--- config.mk ---
export PLATFORM = sky130hd
export DESIGN_NAME = frame_scanout
export DESIGN_NICKNAME = d
export VERILOG_FILES = /design/src/rtl/frame_scanout.sv
export SDC_FILE = /design/constraint.sdc
export NUM_CORES = 1
export LEC_CHECK = 0
export ABC_AREA = 0
export CORE_MARGIN = 2
export CORE_UTILIZATION = 45
export CTS_CLUSTER_SIZE = 30
export DETAILED_ROUTE_END_ITERATION = 8
export GPL_TIMING_DRIVEN = 0
export PLACE_DENSITY_LB_ADDON = 0.12
export SYNTH_ARGS = -nofsm -noshare
export SYNTH_HDL_FRONTEND = slang
export SYNTH_SLANG_ARGS = --single-unit
--- constraint.sdc ---
create_clock -name i_clk -period 9.77 [get_ports i_clk]
set_input_delay 1.954 -clock i_clk [delete_from_list [all_inputs] [get_ports i_clk]]
set_output_delay 1.954 -clock i_clk [all_outputs]
set_load 0.005 [all_outputs]
--- src/rtl/frame_scanout.sv ---
// Frame-buffer scan-out: reads each 320x240 source pixel, writes it twice to the
// pixel FIFO and replays each line twice, producing a 640x480 stream.
//
//   state   | meaning
//   --------+------------------------------------------------
//   S_IDLE  | waiting for i_enable
//   S_ADDR  | o_fb_addr valid, frame buffer read in flight
//   S_LATCH | read data captured into r_pix
//   S_WR0   | first FIFO write of the pixel (stalls while full)
//   S_WR1   | second FIFO write, then advance x / rep / y
module frame_scanout #(
  parameter int H_SRC  = 320,
  parameter int V_SRC  = 240,
  parameter int ADDR_W = 17,
  parameter int DATA_W = 24
) (
  input  logic              i_clk,
  input  logic              i_rst,
  input  logic              i_enable,
  output logic [ADDR_W-1:0] o_fb_addr,
  input  logic [DATA_W-1:0] i_fb_data,
  input  logic              i_fifo_full,
  output logic              o_fifo_wr_en,
  output logic [DATA_W-1:0] o_fifo_din,
  output logic              o_frame_done,
  output logic              o_busy
);

  localparam int XW = (H_SRC > 1) ? $clog2(H_SRC) : 1;
  localparam int YW = (V_SRC > 1) ? $clog2(V_SRC) : 1;

  typedef enum logic [2:0] {S_IDLE, S_ADDR, S_LATCH, S_WR0, S_WR1} state_t;

  state_t            r_state;
  logic [XW-1:0]     r_src_x;
  logic [YW-1:0]     r_src_y;
  logic              r_rep;
  logic [ADDR_W-1:0] r_row_base;
  logic [ADDR_W-1:0] r_fb_addr;
  logic [DATA_W-1:0] r_pix;
  logic              r_frame_done;

  logic w_last_x;
  logic w_last_y;
  logic w_writing;

  assign w_last_x  = (r_src_x == XW'(H_SRC - 1));
  assign w_last_y  = (r_src_y == YW'(V_SRC - 1));
  assign w_writing = (r_state == S_WR0) || (r_state == S_WR1);

  assign o_fifo_wr_en = w_writing && !i_fifo_full;
  assign o_fifo_din   = r_pix;
  assign o_fb_addr    = r_fb_addr;
  assign o_frame_done = r_frame_done;
  assign o_busy       = (r_state != S_IDLE);

  always_ff @(posedge i_clk) begin
    if (i_rst) begin
      r_state      <= S_IDLE;
      r_src_x      <= '0;
      r_src_y      <= '0;
      r_rep        <= 1'b0;
      r_row_base   <= '0;
      r_fb_addr    <= '0;
      r_pix        <= '0;
      r_frame_done <= 1'b0;
    end else begin
      r_frame_done <= 1'b0;
      case (r_state)
        S_IDLE: begin
          if (i_enable) begin
            r_fb_addr <= r_row_base + ADDR_W'(r_src_x);
            r_state   <= S_ADDR;
          end
        end
        S_ADDR:  r_state <= S_LATCH;
        S_LATCH: begin
          r_pix   <= i_fb_data;
          r_state <= S_WR0;
        end
        S_WR0: begin
          if (!i_fifo_full) r_state <= S_WR1;
        end
        S_WR1: begin
          // The next read address is loaded together with the counters so it
          // is already valid when S_ADDR is entered.
          if (!i_fifo_full) begin
            r_state <= S_ADDR;
            if (!w_last_x) begin
              r_src_x   <= r_src_x + 1'b1;
              r_fb_addr <= r_row_base + ADDR_W'(r_src_x) + ADDR_W'(1);
            end else if (!r_rep) begin
              r_src_x   <= '0;
              r_rep     <= 1'b1;
              r_fb_addr <= r_row_base;
            end else if (!w_last_y) begin
              r_src_x    <= '0;
              r_rep      <= 1'b0;
              r_src_y    <= r_src_y + 1'b1;
              r_row_base <= r_row_base + ADDR_W'(H_SRC);
              r_fb_addr  <= r_row_base + ADDR_W'(H_SRC);
            end else begin
              r_src_x      <= '0;
              r_rep        <= 1'b0;
              r_src_y      <= '0;
              r_row_base   <= '0;
              r_fb_addr    <= '0;
              r_frame_done <= 1'b1;
              r_state      <= i_enable ? S_ADDR : S_IDLE;
            end
          end
        end
        default: r_state <= S_IDLE;
      endcase
    end
  end

endmodule
==> report_table.html, run 1 <==
<table>
<tr><th>Metric</th><th>Value</th></tr>
<tr><th colspan="2">Status</th></tr>
<tr><td>Status</td><td>finished, final reports clean</td></tr>
<tr><th colspan="2">STA</th></tr>
<tr><td>Final cycle utilization of the critical path</td><td>48.50%</td></tr>
<tr><td>Final period demand of the worst path</td><td>4.738 ns</td></tr>
<tr><td>Setup repair after global routing missed its margin</td><td>false</td></tr>
<tr><td>Worst hold slack after final layout</td><td>0.4573 ns</td></tr>
<tr><td>F_max</td><td>211.1 MHz</td></tr>
<tr><td>Final-layout setup total negative slack</td><td>0 ns</td></tr>
<tr><td>Post-route clock skew</td><td>0.01114 ns</td></tr>
<tr><td>Total count of hold-check failures in the final report</td><td>0</td></tr>
<tr><td>Final WS setup</td><td>5.032 ns</td></tr>
<tr><td>Setup-violating endpoint count in the final report</td><td>0</td></tr>
<tr><td>Pins over their slew limit</td><td>0</td></tr>
<tr><td>Remaining max-slew budget at the tightest pin</td><td>41.89%</td></tr>
<tr><td>Actual slew at the worst max-slew pin</td><td>0.8664 ns</td></tr>
<tr><th colspan="2">Floorplan</th></tr>
<tr><td>Row count</td><td>37</td></tr>
<tr><td>Die boundary height</td><td>106.2 um</td></tr>
<tr><td>Starting utilization of the core area</td><td>45.95%</td></tr>
<tr><td>Area inside the core boundary</td><td>0.01023 sq mm</td></tr>
<tr><td>Die area</td><td>0.01128 sq mm</td></tr>
<tr><td>Number of primary I/O pins</td><td>72</td></tr>
<tr><td>Die width</td><td>106.2 um</td></tr>
<tr><th colspan="2">Layout</th></tr>
<tr><td>Layout cell share with drive strength beyond 1</td><td>5.278%</td></tr>
<tr><td>Finished Layout Cells</td><td>837</td></tr>
<tr><td>Fillers</td><td>958</td></tr>
<tr><td>Area added between synthesis and finish</td><td>23.64%</td></tr>
<tr><td>Commonest cells after routing, fill and taps aside</td><td>89 x sky130_fd_sc_hd__nand2_1, 80 x sky130_fd_sc_hd__dfxtp_1, 70 x sky130_fd_sc_hd__clkdlybuf4s50_1, 66 x sky130_fd_sc_hd__nor2_1, 66 x sky130_fd_sc_hd__a21oi_1</td></tr>
<tr><td>Leading cell type in the layout, fill and taps excluded</td><td>sky130_fd_sc_hd__nand2_1</td></tr>
<tr><td>Number of antenna cells inserted</td><td>0</td></tr>
<tr><td>Net count, final</td><td>739</td></tr>
<tr><th colspan="2">Critical path</th></tr>
<tr><td>Biggest cell delay along the critical path</td><td>0.51 ns</td></tr>
<tr><td>FF-to-FF Start</td><td>r_src_x[0]</td></tr>
<tr><td>Register-to-register path setup slack</td><td>6.29 ns</td></tr>
<tr><td>Worst endpoint required time</td><td>7.82 ns</td></tr>
<tr><td>Path depth of the worst reg2reg path</td><td>10</td></tr>
<tr><td>CP startpoint</td><td>i_fifo_full</td></tr>
<tr><td>Nature of the critical path endpoint</td><td>output port</td></tr>
<tr><td>Critical-path cell with the highest stage delay</td><td>sky130_fd_sc_hd__clkdlybuf4s50_1</td></tr>
<tr><td>Crit Path Class</td><td>in -&gt; out</td></tr>
<tr><td>Data arrival, critical path</td><td>2.78 ns</td></tr>
<tr><td>Critical path destination</td><td>o_fifo_wr_en</td></tr>
<tr><td>Terminus of the critical flop-to-flop path</td><td>o_fb_addr[14]</td></tr>
<tr><td>Worst path cell trace</td><td>clkbuf_1 -&gt; a21oi_1 -&gt; clkdlybuf4s50_1</td></tr>
<tr><td>Maximum fanout along the worst path</td><td>9</td></tr>
<tr><td>Startpoint type of the worst setup path</td><td>input port</td></tr>
<tr><th colspan="2">CTS</th></tr>
<tr><td>Clock tree sinks</td><td>80</td></tr>
<tr><td>Post-cts resize count</td><td>0</td></tr>
<tr><td>TritonCTS Buffers</td><td>9</td></tr>
<tr><td>Clock latency on the worst-skew pair</td><td>0.37 ns</td></tr>
<tr><td>Number of buffers on the longest clock path</td><td>2</td></tr>
<tr><td>Number of H-tree levels</td><td>3</td></tr>
<tr><td>Number of setup buffers added after CTS</td><td>0</td></tr>
<tr><td>TritonCTS clock tree</td><td>done</td></tr>
<tr><td>Clock-pin slew on the worst setup and hold paths</td><td>0.08 ns</td></tr>
<tr><td>CTS Hold Buffers Added</td><td>0</td></tr>
<tr><td>Root Buffer</td><td>sky130_fd_sc_hd__clkbuf_8</td></tr>
<tr><th colspan="2">Detailed routing</th></tr>
<tr><td>Antenna-violating nets left</td><td>0</td></tr>
<tr><td>Total number of vias</td><td>4832</td></tr>
<tr><td>Number of remaining DRC errors</td><td>0</td></tr>
<tr><td>Iteration count of the initial detailed-routing pass</td><td>5</td></tr>
<tr><td>WL per Instance</td><td>16.44 um</td></tr>
<tr><td>Via density per instance</td><td>5.773</td></tr>
<tr><td>Initial DRC Count</td><td>394</td></tr>
<tr><td>Routed wire length</td><td>13760 um</td></tr>
<tr><th colspan="2">Global route</th></tr>
<tr><td>Aggregate global routing overflow</td><td>0</td></tr>
<tr><td>Vias in the first global route</td><td>4545</td></tr>
<tr><td>Global-route usage over all layers</td><td>25.14%</td></tr>
<tr><td>Number of antenna violations at the first check in global routing</td><td>0</td></tr>
<tr><td>Wire length of the first global-routing pass</td><td>22630 um</td></tr>
<tr><td>Largest net degree at the start of global routing</td><td>15</td></tr>
<tr><th colspan="2">Synthesis</th></tr>
<tr><td>Yosys warning count</td><td>0</td></tr>
<tr><td>Async S/R FF share, synth</td><td>0%</td></tr>
<tr><td>Count of cell types in the netlist</td><td>66</td></tr>
<tr><td>Number of enable-type register cells in the synthesized netlist</td><td>0</td></tr>
<tr><td>Gate count after technology mapping</td><td>616</td></tr>
<tr><td>Syn Std Cell Area</td><td>0.004701 sq mm</td></tr>
<tr><td>Post-Synthesis Net Count</td><td>658</td></tr>
<tr><td>Yosys reg bits</td><td>80</td></tr>
<tr><td>Portion of the post-synthesis area used by sequential elements</td><td>34.07%</td></tr>
<tr><td>Average size of a mapped cell</td><td>7.631 sq um</td></tr>
<tr><td>Most instantiated flip-flop cell in the synthesis netlist</td><td>sky130_fd_sc_hd__dfxtp_1</td></tr>
<tr><th colspan="2">Place</th></tr>
<tr><td>Number of cells in the design after placement</td><td>822</td></tr>
<tr><td>Final GP Congestion</td><td>0.8829</td></tr>
<tr><td>Setup WS pre-CTS</td><td>5.018 ns</td></tr>
<tr><td>Quantity of I/O buffers inserted on ports</td><td>70</td></tr>
<tr><td>Placed wire-length estimate</td><td>10530 um</td></tr>
<tr><th colspan="2">Job</th></tr>
<tr><td>Max Cap Viol</td><td>0</td></tr>
<tr><th colspan="2">Pwr</th></tr>
<tr><td>Power Total</td><td>0.7195 mW</td></tr>
<tr><td>Leak pwr</td><td>2.019 nW</td></tr>
<tr><td>Worst vdd ir</td><td>0.00005640 V</td></tr>
<tr><td>Pwr per Cell Area</td><td>123.8 mW/mm^2</td></tr>
<tr><th colspan="2">Min path</th></tr>
<tr><td>HP Class</td><td>reg -&gt; reg</td></tr>
</table>
## final cells by class
class	instances	area (sq um)	area share, %
Multi-Input combinational cell	490	2919	50.23
Sequential cell	80	1602	27.56
Timing Repair Buffer	70	700.7	12.06
Tap cell	136	170.2	2.928
Buffer	39	153.9	2.648
Clock buffer	9	123.9	2.131
Clock inverter	6	116.4	2.002
Inverter	7	26.28	0.4521
## registers in the layout, indices dropped and copies added (netlist names)
register      flops
o_fb_addr        17
o_fifo_din       24
r_rep             1
r_row_base       17
r_src_x           9
r_src_y           8
r_state           3
o_frame_done      1
## kinds of logic (layout without fill, tap and decap cells)
kind of cell,after synthesis,after routing,share of synthesized area (%)
flip-flops,80,80,34.07
AND/OR/NAND/NOR,272,272,28.99
adder cells (fa/ha/maj),14,14,3.886
XOR/XNOR,30,30,5.590
AO/OA/AOI/OAI,170,170,22.78
buffers and inverters,46,131,3.833
multiplexers,4,4,0.8518
## cells in the mapped netlist, drive strengths merged (9+ instances only)
master | n | share of area (%)
nand2 | 89 | 7.1
dfxtp | 80 | 34
nor2 | 67 | 5.5
a21oi | 66 | 7.0
clkbuf | 33 | 2.6
o21ai | 31 | 3.3
nand3 | 19 | 2.0
nor3 | 17 | 1.9
xnor2 | 15 | 2.8
xor2 | 15 | 2.8
and2 | 13 | 1.7
ha | 13 | 3.5
o211ai | 11 | 1.8
a211oi | 10 | 1.7
nand4 | 10 | 1.3
or3 | 9 | 1.4
## critical path, delay by kind of cell
kind | cells | cell delay (ns)
AO/OA/AOI/OAI | 1 | 0.16
buffers and inverters | 2 | 0.67
## how the worst min path moves through the flow
stage | end | from | cells past startpoint
3_3_place_gp | o_fifo_din[19] | o_fifo_din[19] | 2
4_1_cts | o_fifo_din[13] | o_fifo_din[13] | 2
5_1_grt | o_fifo_din[8] | o_fifo_din[8] | 2
3_5_place_dp | o_fifo_din[23] | o_fifo_din[23] | 2
6_report | o_fifo_din[13] | o_fifo_din[13] | 2
2_1_floorplan | r_row_base[4] | r_row_base[4] | 2
## routing by layer
layer / global-route usage, % / vias up / part of all wire (%)
li1: - / 2369 / -
met1: 33.77 / 2291 / 46
met2: 40.98 / 145 / 47
met3: 3.066 / 27 / 5.1
met4: 9.962 / 0 / 2.3
met5: 0 / - / 0
## through the flow
stage | cell area (sq um) | util [%]
floorplan | 4701 | -
finish | 5812 | 56.81
detailed placement | 5572 | 54.46
global route | 5812 | 56.81
global placement | 5572 | 54.46
CTS | 5812 | 56.81
## report_power, final
part / total [mW] / switching, mW / internal, mW
combinational: 0.0744 / 0.0365 / 0.0379
sequential: 0.342 / 0.00631 / 0.336
clock: 0.303 / 0.133 / 0.170
No activity file was read; power rests on OpenSTA's default activity.
==> run 2: changes to the inputs <==
Clock period 9.77 ns to 4.7 ns, I/O delays scaled along.
==> results of run 2 <==
Same layout as run 1 (identical final DEF). Status: finished, final reports clean.
Main changes from that run: setup slack after placement 5.018 ns -> 1.200 ns; clock-pin slew on the worst setup and hold paths 0.08 ns -> 0.09 ns; setup slack after layout 5.032 ns -> 1.223 ns; start point of the critical path i_fifo_full -> r_src_x[0]; end point of the critical path o_fifo_wr_en -> o_fb_addr[14]; register-to-register setup slack 6.29 ns -> 1.22 ns; total power 0.7195 mW -> 1.496 mW; worst IR drop on VDD 0.00005640 V -> 0.0001172 V
